`config.mk`:
```
export PLATFORM = sky130hd
export DESIGN_NAME = regfile_mp
export DESIGN_NICKNAME = d
export VERILOG_FILES = /design/src/rtl/regfile_pkg.sv /design/src/rtl/rf_read_port.sv /design/src/rtl/regfile_mp.sv
export SDC_FILE = /design/constraint.sdc
export NUM_CORES = 2
export LEC_CHECK = 0
export BUFFER_PORTS_ARGS = -buffer_cell sky130_fd_sc_hd__buf_2
export CAP_MARGIN = 20
export CORE_MARGIN = 5
export CORE_UTILIZATION = 50
export CTS_BUF_LIST = sky130_fd_sc_hd__clkbuf_16
export DETAILED_ROUTE_END_ITERATION = 12
export GPL_ROUTABILITY_DRIVEN = 0
export PLACE_DENSITY = 0.66
export SYNTH_ARGS = -nofsm -noshare
export SYNTH_HDL_FRONTEND = slang
export SYNTH_SLANG_ARGS = --single-unit
```
`constraint.sdc`:
```
create_clock -name i_clk -period 3.4 [get_ports i_clk]
set_clock_uncertainty 0.2 [all_clocks]
set_input_delay 0.17 -clock i_clk [delete_from_list [all_inputs] [get_ports i_clk]]
set_output_delay 0.17 -clock i_clk [all_outputs]
set_load 0.01 [all_outputs]
```
`src/rtl/regfile_pkg.sv`:
```
// Shared types and default sizes for the multi-port register file.
package regfile_pkg;

  // Bulk-clear sequencer states
  typedef enum logic {
    ST_IDLE  = 1'b0,
    ST_CLEAR = 1'b1
  } rf_state_e;

  localparam int RF_DATA_W   = 32;
  localparam int RF_ADDR_W   = 5;
  localparam int RF_LINK_REG = 31;

endpackage

```
`src/rtl/rf_read_port.sv`:
```
// One combinational read port: entry select plus zero / link-bypass /
// write-bypass priority mux.
module rf_read_port
  import regfile_pkg::*;
#(
  parameter int DATA_W   = RF_DATA_W,
  parameter int ADDR_W   = RF_ADDR_W,
  parameter int ZERO_REG = 1,
  parameter int BYPASS   = 1,
  parameter int LINK_REG = RF_LINK_REG
) (
  input  logic [ADDR_W-1:0]               i_addr,
  input  logic [(2**ADDR_W)*DATA_W-1:0]   i_mem_flat,
  input  logic                            i_wr_en,
  input  logic [ADDR_W-1:0]               i_wr_addr,
  input  logic [DATA_W-1:0]               i_wr_data,
  input  logic                            i_link_en,
  input  logic [DATA_W-1:0]               i_link_data,
  output logic [DATA_W-1:0]               o_data
);

  localparam logic [ADDR_W-1:0] LINK_A = ADDR_W'(LINK_REG);

  logic [DATA_W-1:0] w_stored;

  assign w_stored = i_mem_flat[i_addr*DATA_W +: DATA_W];

  // Zero register beats link bypass, which beats general write bypass
  always_comb begin
    o_data = w_stored;
    if (ZERO_REG != 0 && i_addr == '0) begin
      o_data = '0;
    end else if (BYPASS != 0 && i_link_en && i_addr == LINK_A) begin
      o_data = i_link_data;
    end else if (BYPASS != 0 && i_wr_en && i_addr == i_wr_addr) begin
      o_data = i_wr_data;
    end
  end

endmodule

```
`src/rtl/regfile_mp.sv`:
```
// Multi-read-port register file with link write port, registered debug
// read and a one-entry-per-cycle bulk-clear sequencer.
module regfile_mp
  import regfile_pkg::*;
#(
  parameter int DATA_W   = RF_DATA_W,
  parameter int ADDR_W   = RF_ADDR_W,
  parameter int NUM_RD   = 2,
  parameter int ZERO_REG = 1,
  parameter int BYPASS   = 1,
  parameter int LINK_REG = RF_LINK_REG
) (
  input  logic                       i_clk,
  input  logic                       i_reset,
  input  logic [NUM_RD*ADDR_W-1:0]   i_rd_addr,
  output logic [NUM_RD*DATA_W-1:0]   o_rd_data,
  input  logic                       i_wr_en,
  input  logic [ADDR_W-1:0]          i_wr_addr,
  input  logic [DATA_W-1:0]          i_wr_data,
  input  logic                       i_link_en,
  input  logic [DATA_W-1:0]          i_link_data,
  input  logic                       i_clr_req,
  output logic                       o_busy,
  input  logic [ADDR_W-1:0]          i_dbg_addr,
  output logic [DATA_W-1:0]          o_dbg_data
);

  localparam int                DEPTH    = 2**ADDR_W;
  localparam logic [ADDR_W-1:0] LINK_A   = ADDR_W'(LINK_REG);
  localparam logic [ADDR_W:0]   CNT_LAST = (ADDR_W+1)'(DEPTH-1);

  if (NUM_RD < 1 || NUM_RD > 4) begin : g_bad_num_rd
    $error("regfile_mp: NUM_RD must be in 1..4");
  end

  logic [DATA_W-1:0]       r_mem [DEPTH];
  rf_state_e               r_state;
  logic [ADDR_W:0]         r_cnt;
  logic [DATA_W-1:0]       r_dbg_data;
  logic [DEPTH*DATA_W-1:0] w_mem_flat;
  logic                    w_busy;
  logic                    w_wr_en;
  logic                    w_link_en;

  assign w_busy    = (r_state == ST_CLEAR);
  // Both write ports, and therefore their bypass, are dead while sweeping
  assign w_wr_en   = i_wr_en   & ~w_busy;
  assign w_link_en = i_link_en & ~w_busy;

  assign o_busy     = w_busy;
  assign o_dbg_data = r_dbg_data;

  for (genvar e = 0; e < DEPTH; e++) begin : g_flat
    assign w_mem_flat[e*DATA_W +: DATA_W] = r_mem[e];
  end

  for (genvar k = 0; k < NUM_RD; k++) begin : g_rd
    rf_read_port #(
      .DATA_W   (DATA_W),
      .ADDR_W   (ADDR_W),
      .ZERO_REG (ZERO_REG),
      .BYPASS   (BYPASS),
      .LINK_REG (LINK_REG)
    ) u_rd (
      .i_addr      (i_rd_addr[k*ADDR_W +: ADDR_W]),
      .i_mem_flat  (w_mem_flat),
      .i_wr_en     (w_wr_en),
      .i_wr_addr   (i_wr_addr),
      .i_wr_data   (i_wr_data),
      .i_link_en   (w_link_en),
      .i_link_data (i_link_data),
      .o_data      (o_rd_data[k*DATA_W +: DATA_W])
    );
  end

  // Storage, write ports, clear sequencer and debug register
  always_ff @(posedge i_clk) begin
    if (i_reset) begin
      for (int e = 0; e < DEPTH; e++) r_mem[e] <= '0;
      r_state    <= ST_IDLE;
      r_cnt      <= '0;
      r_dbg_data <= '0;
    end else begin
      r_dbg_data <= r_mem[i_dbg_addr];
      case (r_state)
        ST_IDLE: begin
          // Link port owns LINK_REG when both ports target it
          if (i_wr_en && !(ZERO_REG != 0 && i_wr_addr == '0) &&
              !(i_link_en && i_wr_addr == LINK_A)) begin
            r_mem[i_wr_addr] <= i_wr_data;
          end
          if (i_link_en && !(ZERO_REG != 0 && LINK_A == '0)) begin
            r_mem[LINK_A] <= i_link_data;
          end
          if (i_clr_req) begin
            r_state <= ST_CLEAR;
            r_cnt   <= '0;
          end
        end
        ST_CLEAR: begin
          r_mem[r_cnt[ADDR_W-1:0]] <= '0;
          if (r_cnt == CNT_LAST) begin
            r_state <= ST_IDLE;
            r_cnt   <= '0;
          end else begin
            r_cnt <= r_cnt + 1'b1;
          end
        end
        default: r_state <= ST_IDLE;
      endcase
    end
  end

endmodule

```
==> impl_results.md <==
* Critical path buffers and inverters at 2
* Pin slew with the least headroom to its limit at 1.12 ns
* Routing usage on met2 at 56.1%
* Cell chain of the critical path: nor2b_1, and4_2, buf_4, a221o_1, buf_2
* P_leak at 27.1 nW
* RSZ-0062 raised after global routing: true
* Vias in the first global route at 48,900
* First-pass GRT wire length at 368 mm
* Proportion of register bits with asynchronous set or reset after synthesis at 0%
* Worst min path class: in -> reg
* Number of port buffers at 185
* Clock buffers created by TritonCTS at 115
* Synth warnings at 0
* Worst IR drop on VDD at 0.430 mV
* Met3 track utilization from global routing at 14.2%
* Power density over the cells at 459 nW/um2
* Busiest layer in global routing: met2
* Largest stage delay on the critical path at 0.62 ns
* Synth cell types at 54
* WL final at 264 mm
* Die outline width at 365 um
* Kind of launch point of the worst setup path: flop
* Number of detailed-routing iterations run before antenna repair at 8
* Clock network latency to the later pin of the worst-skew pair at 0.76 ns
* Final net count at 5,005
* Status: completed
* FMAX at 0.296 GHz
* Buffer levels on the longest clock path at 3
* Remaining max-slew budget at the tightest pin at 25.3%
* Final hold violation count at 0
* Post-route worst setup slack at 0.0199 ns
* Number of violations of the max-capacitance limit at 0
* Overall routing resource usage at 39.3%
* Dominant cell by count in the synthesized netlist: sky130_fd_sc_hd__edfxtp_1
* Average footprint of a synthesized cell at 13.5 um2
* Core footprint at 126,000 um2
* Detailed-route vias per instance at 7.50
* Setup crit end kind: output port
* Worst setup timing slack at the placement stage at 0.304 ns
* Final number of max-transition violations at 0
* Top post-synthesis cells by area: sky130_fd_sc_hd__edfxtp_1 (49%), sky130_fd_sc_hd__mux4_2 (21%), sky130_fd_sc_hd__mux2i_1 (7.1%)
* Signed area change from the synthesized netlist to the final layout at 15.1%
* Number of synthesized flops with an enable pin at 1,024
* Remaining design rule violation count at 0
* Family with the most delay on the worst path: buffers and inverters
* Synth Flop Type: sky130_fd_sc_hd__edfxtp_1
* Clock sink count at 1,063
* Wire length per cell after detailed routing at 39.6 um
* Number of H-tree levels at 3
* GRT Residual Overflow at 0
* Number of antenna-violating nets in the routed design at 0
* Clock input transition at the sequential cells of the worst setup and hold paths at 0.06 ns
* Endpoint arrival time on the critical path at 3.01 ns
* Sequential element share of the synthesized area at 49.9%
* Setup Crit Path Kind: reg -> out
* Die H at 365 um
* Root buf cell: sky130_fd_sc_hd__clkbuf_16
* Worst path slowest cell: sky130_fd_sc_hd__buf_4
* Leading area contributor after synthesis: sky130_fd_sc_hd__edfxtp_1
* Antenna violations before repair at 14
* Detailed Place HPWL at 159 mm
* Post-synth top area share at 48.7%
* Clock tree from TritonCTS: yes
* Largest net degree at the start of global routing at 63
* Met1 Use GR at 51.0%
* Cell Rows at 130
* Fraction of final layout cells sized beyond drive strength 1 at 30.3%
* Core Util, Final at 57.9%
* Peak fanout along the critical path at 32
* Starting utilization of the core area at 50.3%
* Post-synth top cells: sky130_fd_sc_hd__edfxtp_1 (1,024), sky130_fd_sc_hd__nor2_1 (980), sky130_fd_sc_hd__mux4_2 (578)
* Synthesized netlist cell count at 4,675
* Number of I/O pins at 186
* Post-synthesis cell area at 63,100 um2
* Count of fill cells added during filler insertion at 9,993
* Setup violators final at 0
* Flop and latch count out of synthesis at 1,063
* DR iter-0 viols at 9,290
* Shortest clock period the worst path allows after layout at 3.38 ns
* CP Data Required Time at 3.03 ns
* Die area at 133,000 um2
* Period utilisation layout at 99.4%
* Vias at 50,000
-- stage by stage --
step	instance area, um2	hold WS (ns)	setup TNS, ns	cells	total power, mW
after detailed placement	67900	0.285	0	6349	21.0
after floorplan	63200	0.124	0	4706	18.7
after CTS	72600	0.0458	-0.0424	6661	33.1
after global routing	72600	0.0883	-0.0257	6662	34.0
after global placement	67900	0.275	0	6348	21.0
final	72600	0.0834	0	6672	33.3
-- worst reg2reg max path: cells and delay by family, from the launching register on --
| kind | cells | cell delay, ns |
|---|---|---|
| buffers and inverters | 4 | 1.44 |
| DFF | 1 | 0.39 |
| AOI/OAI and AO/OA | 2 | 0.35 |
| and+or+nand+nor | 2 | 0.22 |
| muxes | 1 | 0.38 |
-- worst paths after layout --
check             startpoint        endpoint  slack (ns)  depth (start not counted)
setup reg to reg      o_busy   r_mem[31][21]        0.16                          9
setup / recovery      o_busy   o_rd_data[32]        0.02                          5
hold / removal       i_reset  o_dbg_data[24]        0.08                          3
hold reg to reg     r_cnt[5]        r_cnt[5]        0.30                          2
-- per-layer routing --
metal,vias to the layer above,wire [um]
li1,19000,-
met1,24700,85600
met2,5104,110000
met3,1277,46000
met4,10,22100
met5,-,68
-- sequential cells by signal (all words and copies together), names as in the netlist --
name,cells
r_cnt,6
o_busy,1
r_mem,1024
o_dbg_data,32
-- what timing repair did --
| action | 4_1_cts | 5_1_grt |
|---|---|---|
| resized for setup | 20 | 12 |
| endpoints found under the hold margin | 909 | 0 |
| buffers inserted | 1 | 0 |
| endpoints found under the setup margin | 44 | 31 |
| pin swaps | 1 | 0 |
| hold buffers | 98 | 0 |
-- final cells by class --
| type | count | area, um2 | share of cell area (%) |
|---|---|---|---|
| antenna | 11 | 27.5 | 0.0379 |
| clock buffer | 117 | 2930 | 4.03 |
| clock inverter | 96 | 639 | 0.880 |
| inverter | 4 | 15.0 | 0.0207 |
| multi-input combinational | 3095 | 29600 | 40.7 |
| sequential | 1063 | 31500 | 43.4 |
| tap | 1650 | 2060 | 2.84 |
| timing repair buffer | 636 | 5850 | 8.05 |
-- cell usage in the layout (no fill, tap or decap), types with 117 or more instances in the layout --
cell | synthesis | layout
sky130_fd_sc_hd__edfxtp_1 | 1024 | 1024
sky130_fd_sc_hd__nor2_1 | 980 | 978
sky130_fd_sc_hd__mux4_2 | 578 | 578
sky130_fd_sc_hd__mux2i_1 | 447 | 447
sky130_fd_sc_hd__buf_4 | 23 | 258
sky130_fd_sc_hd__buf_2 | 187 | 173
sky130_fd_sc_hd__nand2_1 | 145 | 136
sky130_fd_sc_hd__mux2_2 | 128 | 128
sky130_fd_sc_hd__o221ai_1 | 124 | 124
sky130_fd_sc_hd__clkbuf_16 | 0 | 117
-- report_power, final --
group	total (mW)	switching, mW	internal [mW]
Combinational	5.79	3.42	2.37
Sequential	15.3	0.419	14.9
Clock	12.2	5.48	6.73
Total	33.3	9.32	24.0
-- kinds of logic (layout without fill, tap and decap cells) --
logic type	Yosys count	count (layout)	synth area share, %
xor+xnor	10	10	0.139
compound gates	569	569	7.32
fa+ha+maj	1	1	0.0198
buf+inv	548	853	3.88
flops	1063	1063	49.9
simple gates	1330	1330	8.69
mux	1153	1153	30.0
other cells	1	43	0.00594
(Power assumes the default switching activity.)
